--- src/rtl/serial_addsub_pkg.sv ---
// Shared definitions for the bit-serial adder/subtractor: FSM states,
// operation codes and the bit-counter width helper.
package serial_addsub_pkg;

    // Controller states: waiting for a request, or stepping through bits.
    typedef enum logic {
        IDLE = 1'b0,
        RUN  = 1'b1
    } state_t;

    // Encoding of the sub input.
    localparam logic OP_ADD = 1'b0;
    localparam logic OP_SUB = 1'b1;

    // Width of a counter that must hold bit indices 0..w-1.
    function automatic int cnt_width(input int w);
        return (w <= 2) ? 1 : $clog2(w);
    endfunction

endpackage

--- src/rtl/serial_addsub_fa_cell.sv ---
// One-bit full adder. Purely combinational so any serial or ripple
// arithmetic block can reuse it.
module fa_cell (
    input  logic x,
    input  logic y,
    input  logic c_in,
    output logic s,
    output logic c_out
);

    // Sum and majority carry of the three input bits.
    always_comb begin
        s     = x ^ y ^ c_in;
        c_out = (x & y) | (x & c_in) | (y & c_in);
    end

endmodule

--- src/rtl/serial_addsub.sv ---
// Bit-serial adder/subtractor. Operands are captured on an accepted start,
// then one bit per clock (LSB first) passes through a single fa_cell.
// Results are committed together with a one-cycle done pulse.
//
// Handshake: start is a request sampled only while idle (busy=0); a start
// seen while busy is dropped. done is a one-cycle strobe on which s, c_out
// and ovf become valid; they hold until the next completion. A start in the
// done cycle is accepted, so operations can run back to back.
module serial_addsub
    import serial_addsub_pkg::*;
#(
    parameter int WIDTH = 8
) (
    input  logic             clk,
    input  logic             rst,
    input  logic             start,
    input  logic             sub,
    input  logic [WIDTH-1:0] a,
    input  logic [WIDTH-1:0] b,
    input  logic             c_in,
    output logic             busy,
    output logic             done,
    output logic [WIDTH-1:0] s,
    output logic             c_out,
    output logic             ovf
);

    localparam int CW = cnt_width(WIDTH);

    // The FSM state is kept in a named register so checkers can probe it.
    state_t           state_q;
    state_t           state_d;

    logic [WIDTH-1:0] op_a_q;
    logic [WIDTH-1:0] op_b_q;
    logic [WIDTH-1:0] part_q;
    logic             carry_q;
    logic [CW-1:0]    cnt_q;

    logic [WIDTH-1:0] s_q;
    logic             c_out_q;
    logic             ovf_q;
    logic             done_q;

    logic             cell_s;
    logic             cell_c;
    logic             accept;
    logic             last_bit;
    logic             finish;

    fa_cell u_fa (
        .x     (op_a_q[0]),
        .y     (op_b_q[0]),
        .c_in  (carry_q),
        .s     (cell_s),
        .c_out (cell_c)
    );

    // Decode of the request and of the completion edge.
    always_comb begin
        accept   = (state_q == IDLE) && start;
        last_bit = (cnt_q == CW'(WIDTH - 1));
        finish   = (state_q == RUN) && last_bit;
    end

    // State register.
    always_ff @(posedge clk) begin
        if (rst) begin
            state_q <= IDLE;
        end else begin
            state_q <= state_d;
        end
    end

    // Next-state logic: run for exactly WIDTH edges after an accepted start.
    always_comb begin
        state_d = state_q;
        case (state_q)
            IDLE:    if (start)    state_d = RUN;
            RUN:     if (last_bit) state_d = IDLE;
            default:               state_d = IDLE;
        endcase
    end

    // FSM outputs.
    always_comb begin
        busy = (state_q == RUN);
    end

    // Serial datapath: load on accept, then shift one bit per edge.
    always_ff @(posedge clk) begin
        if (rst) begin
            op_a_q  <= '0;
            op_b_q  <= '0;
            part_q  <= '0;
            carry_q <= 1'b0;
            cnt_q   <= '0;
        end else if (accept) begin
            op_a_q  <= a;
            op_b_q  <= (sub == OP_SUB) ? ~b : b;
            carry_q <= (sub == OP_SUB) ? 1'b1 : c_in;
            part_q  <= '0;
            cnt_q   <= '0;
        end else if (state_q == RUN) begin
            op_a_q  <= op_a_q >> 1;
            op_b_q  <= op_b_q >> 1;
            part_q  <= {cell_s, part_q[WIDTH-1:1]};
            carry_q <= cell_c;
            cnt_q   <= cnt_q + CW'(1);
        end
    end

    // Result registers change only on the completion edge. On that edge
    // carry_q is the carry into the MSB and cell_c the carry out of it.
    always_ff @(posedge clk) begin
        if (rst) begin
            s_q     <= '0;
            c_out_q <= 1'b0;
            ovf_q   <= 1'b0;
            done_q  <= 1'b0;
        end else begin
            done_q <= finish;
            if (finish) begin
                s_q     <= {cell_s, part_q[WIDTH-1:1]};
                c_out_q <= cell_c;
                ovf_q   <= carry_q ^ cell_c;
            end
        end
    end

    // Registered results drive the outputs directly.
    always_comb begin
        s     = s_q;
        c_out = c_out_q;
        ovf   = ovf_q;
        done  = done_q;
    end

endmodule

--- config.mk ---
export PLATFORM = sky130hd
export DESIGN_NAME = serial_addsub
export DESIGN_NICKNAME = d
export VERILOG_FILES = /design/src/rtl/serial_addsub_pkg.sv /design/src/rtl/serial_addsub_fa_cell.sv /design/src/rtl/serial_addsub.sv
export SDC_FILE = /design/constraint.sdc
export NUM_CORES = 1
export LEC_CHECK = 0
export ABC_AREA = 1
export BUFFER_PORTS_ARGS = -buffer_cell sky130_fd_sc_hd__buf_2
export CORE_ASPECT_RATIO = 1.2
export CORE_MARGIN = 2
export CORE_UTILIZATION = 51
export CTS_CLUSTER_SIZE = 30
export DETAILED_ROUTE_END_ITERATION = 10
export PLACE_DENSITY = 0.75
export RECOVER_POWER = 100
export SLEW_MARGIN = 20
export SYNTH_ARGS = -nofsm -noshare
export SYNTH_HDL_FRONTEND = slang
export SYNTH_HIERARCHICAL = 1
export SYNTH_SLANG_ARGS = --single-unit
export TNS_END_PERCENT = 100
--- constraint.sdc ---
create_clock -name clk -period 1.5 [get_ports clk]
set_input_delay 0.45 -clock clk [delete_from_list [all_inputs] [get_ports clk]]
set_output_delay 0.45 -clock clk [all_outputs]
set_load 0.01 [all_outputs]
**Word-level counts from Yosys, hierarchy flattened**

Index checks and enable logic that the tools add are counted.

- Add/subtract/negate cells: 1
- Equal/unequal tests: 1
- Mux-type cells: 11
- Bitwise operators: 10
- Reduce and logical (&&, ||, !) cells: 4

Operator list:

| kind | number |
|---|---|
| $mux W8 | 5 |
| $not A8 Y8 | 1 |
| $mux W1 | 5 |
| $add A3 B1 Y3 const B | 1 |
| $and A1 B1 Y1 | 3 |
| $eq A3 B3 Y1 const B | 1 |
| $xor A1 B1 Y1 | 3 |
| $logic_and A1 B1 Y1 | 2 |
| $or A1 B1 Y1 | 2 |
| $pmux W1 S2 | 1 |
| $reduce_bool A2 Y1 | 1 |
| $reduce_or A2 Y1 | 1 |
| $not A1 Y1 | 1 |

- Register bits after elaboration: 40
- Input bits: 21
- Output and inout bits: 12
- Word-level logic and storage cells: 37

**Depth between registers and ports, before layout**

- Depth after elaboration: 5
- Gate-level depth with buffers: 7
- Gate-level depth less buffers: 6

**Hierarchy**

Netlist, hierarchy kept.

By module, submodules not included:

| module | times used | cells each | area each (µm²) | sequential area each (µm²) |
|---|---|---|---|---|
| serial_addsub | 1 | 245 | 1714.1 | 780.7 |
| fa_cell | 1 | 1 | 20.0 | 0.0 |

**Least setup slack after synthesis**

No wires, ideal clock.

- Path type: input-to-reg
- Start: input port rst
- End: register cnt_q[0]
- Library setup time: 0.128 ns
- Arrival time: 1.040 ns
- Data required time: 1.372 ns
- Setup slack: 0.331 ns
- Stages: 5
- Buffers on the path: 2
- Path through: buf_2 > inv_1 > buf_4 > o21ai_2 > nor2_1

- Longest elaborated chain between the ends: 1

RTL lines:

| element | RTL line | RTL |
|---|---|---|
| from (decl) | serial_addsub.sv:15 | `input logic rst,` |
| $reduce_or A2 Y1 (no source line) | n/a |  |
| to (signal assigned) | serial_addsub.sv:109 | `cnt_q <= cnt_q + CW'(1);` |
| to (decl) | serial_addsub.sv:38 | `logic [CW-1:0] cnt_q;` |

No other way between the ends.
A chain may end at the register's enable or synchronous reset.

**Worst setup path after layout**

- Start: register state_q (netlist: busy)
- End: output port busy

RTL lines:

| element | RTL line | RTL |
|---|---|---|
| from (decl) | serial_addsub.sv:31 | `state_t state_q;` |
| from (signal assigned) | serial_addsub.sv:71 | `state_q <= state_d;` |
| to (decl) | serial_addsub.sv:21 | `output logic busy,` |

No word-level cell between the ends.

==> flow_summary.json <==
{
  "post_cts_buffers": 0,
  "wire_per_inst_um": 10.5,
  "final_nets": 303,
  "yosys-top-cells-area": "dfxtp_1 45%, nand2_1 23%, nand3_1 7.8%",
  "initial_core_util_pct": 52.4,
  "drv_cap": 0,
  "ys_types": 17,
  "clock-root-buffer": "clkbuf_8",
  "clockBufferDepth": 2,
  "ant_nets": 0,
  "relSlewSlack_pct": 52.7,
  "hpwl_mm": 2.29,
  "hold_viol": 0,
  "antennaDiodeCount": 0,
  "grt-ovfl-total": 0,
  "post-route-min-period_ns": 1.41,
  "clk_latency_ns": 0.30,
  "fmax_mhz": 709,
  "syn-num-nets": 270,
  "holdPathStages": 3,
  "vias_per_cell": 4.89,
  "io_pins": 33,
  "yosysTopAreaCell": "dfxtp_1",
  "grt_use_total_pct": 19.9,
  "path_clk_slew_ns": 0.07,
  "htreeDepth": 2,
  "fin_crit_sh_pct": 94.0,
  "grt_pass1_wl_mm": 5.97,
  "grt_setup_unrepaired": "no",
  "yosysWarnings": 6,
  "cp.arrival_ns": 0.96,
  "status": "completed",
  "crit_fanout": 12,
  "synth-seq-cells": 39,
  "coreArea_um2": 3310,
  "crit_start": "busy$_SDFF_PP0_",
  "die_w_um": 57.2,
  "skew_ns": 0.00650,
  "grt_antenna_before_repair": 0,
  "min_path_type": "in2reg",
  "hold_start": "a[7]",
  "reg2reg_from": "busy$_SDFF_PP0_",
  "worst-r2r-setup-slack_ns": 0.21,
  "grt_max_degree": 21,
  "drive_above_1_share_pct": 12.9,
  "die-area_um2": 3880,
  "required_ns": 1.05,
  "path_class": "reg2out",
  "worstSetupStartpointType": "register",
  "syn2layout_area_growth_pct": 15.0,
  "synthCells": 246,
  "grt_pass1_vias": 1389,
  "drt_iter0_markers": 52,
  "fp-row-count": 23,
  "drt_wl_total_mm": 3.34,
  "vias": 1551,
  "synth_seq_area_share_pct": 45.0,
  "fp.dieH_um": 67.9,
  "synth_top_area_share_pct": 45.0,
  "drc": 0,
  "finalMaxSlewViolations": 0,
  "power.leakage_uw": 0.00103,
  "avgSynthCellArea_um2": 7.05,
  "reg2reg_depth": 3,
  "peakVddDrop_mv": 0.874,
  "syn_area_um2": 1730,
  "tightest_slew_ns": 0.705,
  "clkSinkCount": 39,
  "pwr_density_cell_nw_per_um2": 1110,
  "cts_made_buffers": 5,
  "placed_cells": 309,
  "cp-end-kind": "primary output",
  "portBuffers": 32,
  "cts_tree": "done",
  "gp_congestion": 0.735,
  "first_pass_iters": 4,
  "fin_tns_setup_ns": 0,
  "setup_violations": 0,
  "fin_cells": 317
}
report_power, final:
group          internal [µW]  switching (µW)
registers               1070            19.6
clock network            538             367
logic                   84.7             131
synth_stat cells:
| cell | n |
|---|---|
| buf_4 | 3 |
| fa_1 | 1 |
| nand3_1 | 27 |
| inv_2 | 1 |
| a21oi_1 | 25 |
| buf_6 | 4 |
| inv_1 | 27 |
| nor2_1 | 2 |
| nor2_4 | 2 |
| o21ai_2 | 1 |
| buf_2 | 4 |
| nand2_1 | 104 |
| dfxtp_1 | 39 |
| o21ai_0 | 1 |
| ha_1 | 2 |
| xnor2_1 | 2 |
| clkinv_1 | 1 |
logic make-up (layout without fill, tap and decap cells):
family,after synthesis,after routing,share of synthesized area [%]
xor+xnor,2,2,1.01
fa+ha+maj,3,3,2.60
simple gates,135,135,32.0
compound gates,27,27,8.01
buf+inv,40,74,11.3
flops,39,39,45.0
critical path, stage by stage, from the launching register on:
cell and delay (ns):
dfxtp_1 0.35, buf_6 0.17, buf_2 0.14
flip-flops by register name (all words and copies together), names as in the netlist:
signal   cells
part_q       7
cnt_q        3
busy         1
c_out        1
done         1
carry_q      1
s            8
op_a_q       8
ovf          1
op_b_q       8
cells in the final DEF, fill, tap and decap left out, drive strengths merged:
master / count
nand2: 104
dfxtp: 39
inv: 28
nand3: 27
buf: 26
a21oi: 25
clkbuf: 17
nor2: 4
xnor2: 2
ha: 2
clkinv: 2
o21ai: 2
bufinv: 1
fa: 1
through the flow:
stage	hold slack, ns	setup slack (ns)	util [%]	power, µW	cell area (µm²)
finish	0.398	0.0894	60.3	2210	1990
global placement	0.434	0.175	57.1	1320	1890
floorplan	0.419	0.331	-	1270	1730
global route	0.444	0.0303	60.3	2310	1990
CTS	0.389	0.0340	60.7	2240	2010
detailed placement	0.439	0.151	57.1	1330	1890
layout make-up:
class | instances | area [µm²]
Sequential cell | 39 | 781
Timing Repair Buffer | 37 | 188
Inverter | 29 | 109
Clock inverter | 2 | 35.0
Clock buffer | 6 | 82.6
Tap cell | 37 | 46.3
Multi-Input combinational cell | 167 | 753
Fill cell | 340 | 1320
per-layer routing:
layer	GRT usage, %	vias up	share of wire [%]
li1	-	822	-
met1	23.6	693	44
met2	34.2	30	49
met3	5.10	6	4.0
met4	8.72	0	2.2
met5	0	-	0
path summary, 6_finish.rpt:
path	to
setup / recovery	busy
hold reg to reg	s[0]$_SDFFE_PP0P_
setup reg to reg	cnt_q[2]$_SDFFE_PP0P_
hold / removal	op_a_q[7]$_SDFFE_PP0P_
what timing repair did:
action,4_1_cts,5_1_grt
hold buffers,0,0
gates resized for setup,0,1
endpoints found under the setup margin,0,1
endpoints found under the hold margin,0,0
Note: power is estimated with default switching activity, not from simulation.
